==> src/rtl/fft_ctrl_pkg.sv <==
// Shared types and helpers for the radix-2 FFT stage sequencer.
// The UNLOAD state and bitrev helper serve the FFT_BITREV_EN build.
package fft_ctrl_pkg;

  localparam int STAGE_W = 4;

  typedef enum logic [2:0] {
    IDLE,
    RUN,
    DRAIN,
    UNLOAD,
    DONE
  } state_t;

  // Reverses the low i_width bits of i_val; bits above i_width come back as zero.
  function automatic logic [15:0] bitrev(input logic [15:0] i_val, input int i_width);
    logic [15:0] r_rev;
    r_rev = '0;
    for (int i = 0; i < 16; i++) begin
      if (i < i_width) r_rev[i] = i_val[i_width-1-i];
    end
    return r_rev;
  endfunction

endpackage

==> src/rtl/fft_addr_gen.sv <==
// Combinational butterfly address generator: (stage, butterfly count) ->
// read address pair and twiddle ROM index for an in-place radix-2 FFT.
module fft_addr_gen
  import fft_ctrl_pkg::*;
#(
  parameter int N_LOG2 = 4,
  parameter int ADDR_W = N_LOG2
) (
  input  logic [STAGE_W-1:0] i_stage,
  input  logic [ADDR_W-1:0]  i_cnt,
  output logic [ADDR_W-1:0]  o_addr_a,
  output logic [ADDR_W-1:0]  o_addr_b,
  output logic [ADDR_W-2:0]  o_tw_addr
);

  logic [STAGE_W-1:0] w_sm1;
  logic [STAGE_W-1:0] w_twShift;
  logic [ADDR_W-1:0]  w_half;
  logic [ADDR_W-1:0]  w_low;
  logic [ADDR_W-1:0]  w_addrA;

  // Stage 0 only appears outside RUN; clamp it so the shifts stay sane.
  always_comb begin
    w_sm1     = (i_stage == '0) ? '0 : i_stage - STAGE_W'(1);
    w_half    = ADDR_W'(1) << w_sm1;
    w_low     = i_cnt & (w_half - ADDR_W'(1));
    w_addrA   = ((i_cnt >> w_sm1) << (w_sm1 + STAGE_W'(1))) | w_low;
    w_twShift = STAGE_W'(N_LOG2) - w_sm1 - STAGE_W'(1);
    o_addr_a  = w_addrA;
    o_addr_b  = w_addrA + w_half;
    o_tw_addr = w_low[ADDR_W-2:0] << w_twShift;
  end

endmodule

==> src/rtl/fft_stage_sequencer.sv <==
// Radix-2 in-place FFT control sequencer: stage/butterfly FSM, registered
// read addresses and a PIPE_LAT-deep write-back delay line. Optional
// bit-reversed unload phase is enabled by defining FFT_BITREV_EN.
module fft_stage_sequencer
  import fft_ctrl_pkg::*;
#(
  parameter int N_LOG2   = 4,
  parameter int PIPE_LAT = 1,
  parameter int ADDR_W   = N_LOG2
) (
  input  logic               i_clk,
  input  logic               i_rst_n,
  input  logic               i_start,
  output logic [STAGE_W-1:0] o_stage_FFT,
  output logic               o_en,
  output logic               o_delay,
  output logic [ADDR_W-1:0]  o_addr_a,
  output logic [ADDR_W-1:0]  o_addr_b,
  output logic [ADDR_W-2:0]  o_tw_addr,
  output logic               o_wr_en,
  output logic [ADDR_W-1:0]  o_wr_addr_a,
  output logic [ADDR_W-1:0]  o_wr_addr_b,
`ifdef FFT_BITREV_EN
  output logic               o_out_valid,
  output logic [ADDR_W-1:0]  o_rd_addr,
`endif
  output logic               o_busy,
  output logic               o_done
);

  localparam int N    = 1 << N_LOG2;
  localparam int HALF = N / 2;
  localparam int DW   = (PIPE_LAT > 1) ? $clog2(PIPE_LAT) : 1;

  state_t             r_state, w_stateNext;
  logic [ADDR_W-1:0]  r_cnt, w_cntNext;
  logic [STAGE_W-1:0] r_stage, w_stageNext;
  logic [DW-1:0]      r_drain, w_drainNext;

  logic [ADDR_W-1:0]  w_genA, w_genB;
  logic [ADDR_W-2:0]  w_genTw;

  logic [STAGE_W-1:0] r_stageOut;
  logic               r_en, r_delay, r_busy, r_done;
  logic [ADDR_W-1:0]  r_addrA, r_addrB;
  logic [ADDR_W-2:0]  r_twAddr;

  logic [PIPE_LAT-1:0] r_wrEnSr;
  logic [ADDR_W-1:0]   r_wrASr [PIPE_LAT];
  logic [ADDR_W-1:0]   r_wrBSr [PIPE_LAT];

  always_comb begin
    w_stateNext = r_state;
    w_cntNext   = r_cnt;
    w_stageNext = r_stage;
    w_drainNext = r_drain;
    case (r_state)
      IDLE: begin
        if (i_start) begin
          w_stateNext = RUN;
          w_cntNext   = '0;
          w_stageNext = STAGE_W'(1);
        end
      end
      RUN: begin
        if (r_cnt == ADDR_W'(HALF - 1)) begin
          w_stateNext = DRAIN;
          w_drainNext = '0;
        end else begin
          w_cntNext = r_cnt + ADDR_W'(1);
        end
      end
      DRAIN: begin
        if (r_drain == DW'(PIPE_LAT - 1)) begin
          if (r_stage < STAGE_W'(N_LOG2)) begin
            w_stateNext = RUN;
            w_stageNext = r_stage + STAGE_W'(1);
            w_cntNext   = '0;
          end else begin
`ifdef FFT_BITREV_EN
            w_stateNext = UNLOAD;
            w_cntNext   = '0;
`else
            w_stateNext = DONE;
`endif
          end
        end else begin
          w_drainNext = r_drain + DW'(1);
        end
      end
      UNLOAD: begin
        if (r_cnt == ADDR_W'(N - 1)) w_stateNext = DONE;
        else                         w_cntNext   = r_cnt + ADDR_W'(1);
      end
      DONE: begin
        w_stateNext = IDLE;
        w_stageNext = '0;
        w_cntNext   = '0;
      end
      default: w_stateNext = IDLE;
    endcase
  end

  fft_addr_gen #(.N_LOG2(N_LOG2), .ADDR_W(ADDR_W)) u_addr_gen (
    .i_stage   (w_stageNext),
    .i_cnt     (w_cntNext),
    .o_addr_a  (w_genA),
    .o_addr_b  (w_genB),
    .o_tw_addr (w_genTw)
  );

  // Outputs are decoded from the next state so they are registered yet
  // line up with the state they describe.
  always_ff @(posedge i_clk or negedge i_rst_n) begin
    if (!i_rst_n) begin
      r_state    <= IDLE;
      r_cnt      <= '0;
      r_stage    <= '0;
      r_drain    <= '0;
      r_stageOut <= '0;
      r_en       <= 1'b0;
      r_delay    <= 1'b0;
      r_busy     <= 1'b0;
      r_done     <= 1'b0;
      r_addrA    <= '0;
      r_addrB    <= '0;
      r_twAddr   <= '0;
    end else begin
      r_state    <= w_stateNext;
      r_cnt      <= w_cntNext;
      r_stage    <= w_stageNext;
      r_drain    <= w_drainNext;
      r_stageOut <= (w_stateNext == IDLE || w_stateNext == DONE) ? '0 : w_stageNext;
      r_en       <= (w_stateNext == RUN);
      r_delay    <= (w_stateNext == DRAIN);
      r_busy     <= (w_stateNext != IDLE);
      r_done     <= (w_stateNext == DONE);
      r_addrA    <= (w_stateNext == RUN) ? w_genA  : '0;
      r_addrB    <= (w_stateNext == RUN) ? w_genB  : '0;
      r_twAddr   <= (w_stateNext == RUN) ? w_genTw : '0;
    end
  end

  always_ff @(posedge i_clk or negedge i_rst_n) begin
    if (!i_rst_n) begin
      r_wrEnSr <= '0;
      for (int i = 0; i < PIPE_LAT; i++) begin
        r_wrASr[i] <= '0;
        r_wrBSr[i] <= '0;
      end
    end else begin
      r_wrEnSr[0] <= r_en;
      r_wrASr[0]  <= r_addrA;
      r_wrBSr[0]  <= r_addrB;
      for (int i = 1; i < PIPE_LAT; i++) begin
        r_wrEnSr[i] <= r_wrEnSr[i-1];
        r_wrASr[i]  <= r_wrASr[i-1];
        r_wrBSr[i]  <= r_wrBSr[i-1];
      end
    end
  end

`ifdef FFT_BITREV_EN
  logic              r_outValid;
  logic [ADDR_W-1:0] r_rdAddr;

  always_ff @(posedge i_clk or negedge i_rst_n) begin
    if (!i_rst_n) begin
      r_outValid <= 1'b0;
      r_rdAddr   <= '0;
    end else begin
      r_outValid <= (w_stateNext == UNLOAD);
      r_rdAddr   <= (w_stateNext == UNLOAD) ? ADDR_W'(bitrev(16'(w_cntNext), ADDR_W)) : '0;
    end
  end

  assign o_out_valid = r_outValid;
  assign o_rd_addr   = r_rdAddr;
`endif

  assign o_stage_FFT = r_stageOut;
  assign o_en        = r_en;
  assign o_delay     = r_delay;
  assign o_addr_a    = r_addrA;
  assign o_addr_b    = r_addrB;
  assign o_tw_addr   = r_twAddr;
  assign o_wr_en     = r_wrEnSr[PIPE_LAT-1];
  assign o_wr_addr_a = r_wrASr[PIPE_LAT-1];
  assign o_wr_addr_b = r_wrBSr[PIPE_LAT-1];
  assign o_busy      = r_busy;
  assign o_done      = r_done;

endmodule

==> config.mk <==
export PLATFORM = sky130hd
export DESIGN_NAME = fft_stage_sequencer
export DESIGN_NICKNAME = d
export VERILOG_FILES = /design/src/rtl/fft_ctrl_pkg.sv /design/src/rtl/fft_addr_gen.sv /design/src/rtl/fft_stage_sequencer.sv
export SDC_FILE = /design/constraint.sdc
export NUM_CORES = 1
export LEC_CHECK = 0
export ABC_AREA = 1
export CORE_UTILIZATION = 45
export DETAILED_ROUTE_END_ITERATION = 6
export PLACE_DENSITY = 0.68
export SLEW_MARGIN = 10
export SYNTH_ARGS = -nofsm -noshare
export SYNTH_HDL_FRONTEND = slang
export SYNTH_SLANG_ARGS = --single-unit
export TNS_END_PERCENT = 1
==> constraint.sdc <==
create_clock -name i_clk -period 4.4 [get_ports i_clk]
set_input_delay 0.44 -clock i_clk [delete_from_list [all_inputs] [get_ports i_clk]]
set_output_delay 0.44 -clock i_clk [all_outputs]
set_load 0.05 [all_outputs]
==> impl_metrics.json, run 1 <==
{
  "wl_per_cell_um": 12.2,
  "drt-initial-drc-count": 82,
  "slowest_stage": "dfrtp_1",
  "pre_cts_ws_ns": 0.244,
  "rows": 25,
  "synthMuxAreaShare_pct": 0.506,
  "vias": 1691,
  "maxSlewViolCount": 0,
  "fin_setup_tns_ns": 0,
  "setup_slack_ns": 0.477,
  "dpl_cell_area_mm2": 0.00261,
  "rsz0062_at_grt": "false",
  "clock_path_buffers": 2,
  "nNetsFinal": 303,
  "slew_headroom_pct": 45.9,
  "portBuffers": 30,
  "setup_viol": 0,
  "drv_cap": 0,
  "gp_congestion": 0.921,
  "dieHeight_um": 72.3,
  "synthAdderAreaFrac_pct": 5.40,
  "drtPass1Iterations": 4,
  "hold_ws_ns": 0.239,
  "fp.dieW_um": 72.3,
  "clock-sinks": 39,
  "synthCells": 253,
  "core_mm2": 0.00475,
  "slowest_delay_ns": 0.42,
  "synthSimpleGateAreaFrac_pct": 32.8,
  "grt_pass1_vias": 1699,
  "required_ns": 4.59,
  "hp-class": "in2async",
  "min_period_over_period_pct": 89.2,
  "synth_ff_type": "dfrtp_1",
  "start_kind": "flop",
  "postCtsHoldBufs": 0,
  "clk_pin_slew_ns": 0.08,
  "routed_wl_mm": 4.38,
  "start_util_pct": 46.8,
  "crit_fanout": 5,
  "worstMarginPinSlew_ns": 0.811,
  "yosysUniqueCellTypes": 33,
  "numCtsBuffers": 5,
  "synth_nets": 265,
  "synth_seq_cells": 39,
  "synth_compound_area_share_pct": 7.70,
  "yosysWarnings": 0,
  "synth-async-reset-ratio_pct": 100,
  "drive_above_1_share_pct": 22.9,
  "path_common_cell": "nand2_1",
  "diodes": 0,
  "cts_tree": "built",
  "insertion_delay_ns": 0.29,
  "post_cts_buffers": 0,
  "finalCriticalPeriod_ns": 3.92,
  "antenna_found_initial": 0,
  "drc_errors": 0,
  "synth_seq_area_share_pct": 43.8,
  "netlist_area_mm2": 0.00223,
  "grt_pass1_wl_mm": 7.69,
  "crit_arrival_ns": 4.11,
  "grt_usage_pct": 19.2,
  "cts_htree_levels": 2,
  "hpwl_mm": 3.48,
  "syn_to_final_growth_pct": 21.0,
  "fillers": 442,
  "pin_count": 31,
  "skew_ns": 0.00763,
  "status": "complete, no violations",
  "worstSetupEndpointType": "flop",
  "final_area_mm2": 0.00269,
  "die_area_mm2": 0.00523,
  "synth_top_family_by_area": "simple AND/OR/NAND/NOR gates",
  "cp_top_family": "simple AND/OR/NAND/NOR gates",
  "synthXorXnorAreaFrac_pct": 1.97,
  "critPathBufInv": 4,
  "grt_remaining_overflow": 0,
  "vias_per_cell": 4.71,
  "syn_avg_cell_area_um2": 8.80,
  "cts_resized": 0,
  "final_antenna_net_count": 0,
  "fmax_mhz": 255,
  "hold_violations": 0,
  "grt_max_degree": 40,
  "root_buffer": "clkbuf_8",
  "crit_type": "reg2reg",
  "synth_edf_count": 0
}
-- cells in the final DEF, fill, tap and decap left out --
master            n
nand2_2          10
clkinvlp_4        2
o211ai_1          1
o21ai_0           9
dfrtp_1          39
a31oi_1           1
inv_6             1
nand3_1          14
nor2_2            8
nor2_1           21
inv_2             9
a21oi_2           2
xor2_1            3
clkinv_2          1
mux2_2            1
a21oi_1           9
clkdlybuf4s50_1  29
a21boi_2          1
nand4_1           5
xnor2_1           2
nand3_2           9
nand4_2           1
nand3b_4          1
nand3_4           1
fa_1              1
clkbuf_8          5
nand2_1          49
nor3_1            1
o21ai_1           1
inv_1            31
buf_2             1
a21oi_4           1
or2_1             1
buf_4             2
nand2_4           2
nor2_4            7
o21ai_2           2
ha_1              8
-- path summary, 6_finish.rpt --
check / startpoint / to / slack [ns] / cells after the start
min reg2reg: o_addr_a[2] / o_wr_addr_a[2] / 0.37 / 0
min in group i_clk: o_addr_a[2] / o_wr_addr_a[2] / 0.37 / 0
max in group asynchronous: i_rst_n / o_tw_addr[1] / 3.65 / 1
max: r_state[0] / o_addr_b[3] / 0.48 / 25
min: i_rst_n / o_tw_addr[0] / 0.24 / 1
max reg2reg: r_state[0] / o_addr_b[3] / 0.48 / 25
-- area by class of cell --
class	instances	area [µm²]	area share, %
Sequential cell	39	976	36.2
Clock inverter	3	20.0	0.743
Multi-Input combinational cell	172	1080	39.9
Tap cell	67	83.8	3.11
Timing Repair Buffer	32	310	11.5
Inverter	41	159	5.90
Clock buffer	5	68.8	2.55
-- kinds of logic after synthesis --
| group | after synthesis |
|---|---|
| xor+xnor | 5 |
| simple gates | 130 |
| flops | 39 |
| fa+ha+maj | 9 |
| compound gates | 27 |
| buf+inv | 42 |
| mux | 1 |
-- through the flow --
stage | util (%) | cells
6_report | 56.7 | 359
3_5_place_dp | 54.8 | 351
5_1_grt | 56.7 | 359
2_1_floorplan | - | 253
4_1_cts | 56.7 | 359
3_3_place_gp | 54.8 | 351
-- metal layers --
layer  share of wire [%]  global-route usage [%]  vias up  routed length [µm]
met4                 1.5                    7.19        0                  67
met1                  50                    26.2      780                2200
met2                  46                    29.8       23                2010
met5                   0                       0        -                   0
li1                    -                       -      881                   -
met3                 2.3                    4.31        7                 100
-- registers in the layout (all words and copies together), names as in the netlist --
name / cells
o_addr_a: 4
o_addr_b: 4
o_stage_FFT: 4
o_wr_addr_a: 4
o_wr_addr_b: 4
r_cnt: 4
r_stage: 4
o_tw_addr: 3
r_state: 3
o_busy: 1
o_delay: 1
o_done: 1
o_en: 1
o_wr_en: 1
-- Yosys cell counts (2+ instances only) --
library cell / count / area share (%)
nand2_4: 2 / 1.0
a21oi_2: 2 / 0.79
nand3_2: 9 / 4.0
nor2_4: 7 / 3.5
xor2_1: 3 / 1.2
nand3_1: 14 / 3.1
nand4_1: 5 / 1.4
nor2_2: 8 / 2.2
inv_2: 9 / 1.5
nor2_1: 21 / 3.5
o21ai_0: 9 / 2.0
xnor2_1: 2 / 0.79
dfrtp_1: 39 / 44
inv_1: 31 / 5.2
a21oi_1: 9 / 2.0
o21ai_2: 2 / 0.79
ha_1: 8 / 4.5
nand2_1: 49 / 8.3
nand2_2: 10 / 2.8
Power of run 1 is not shown: default switching activity piles up to over one toggle a cycle in this logic, so the estimate is an artifact.
==> run 2, diff against run 1 <==
- HOLD_SLACK_MARGIN: not set -> 0.1
==> results of run 2 <==
Final layout, timing and power as in run 1 (identical DEF).
Power of run 2 is left out for the same reason.
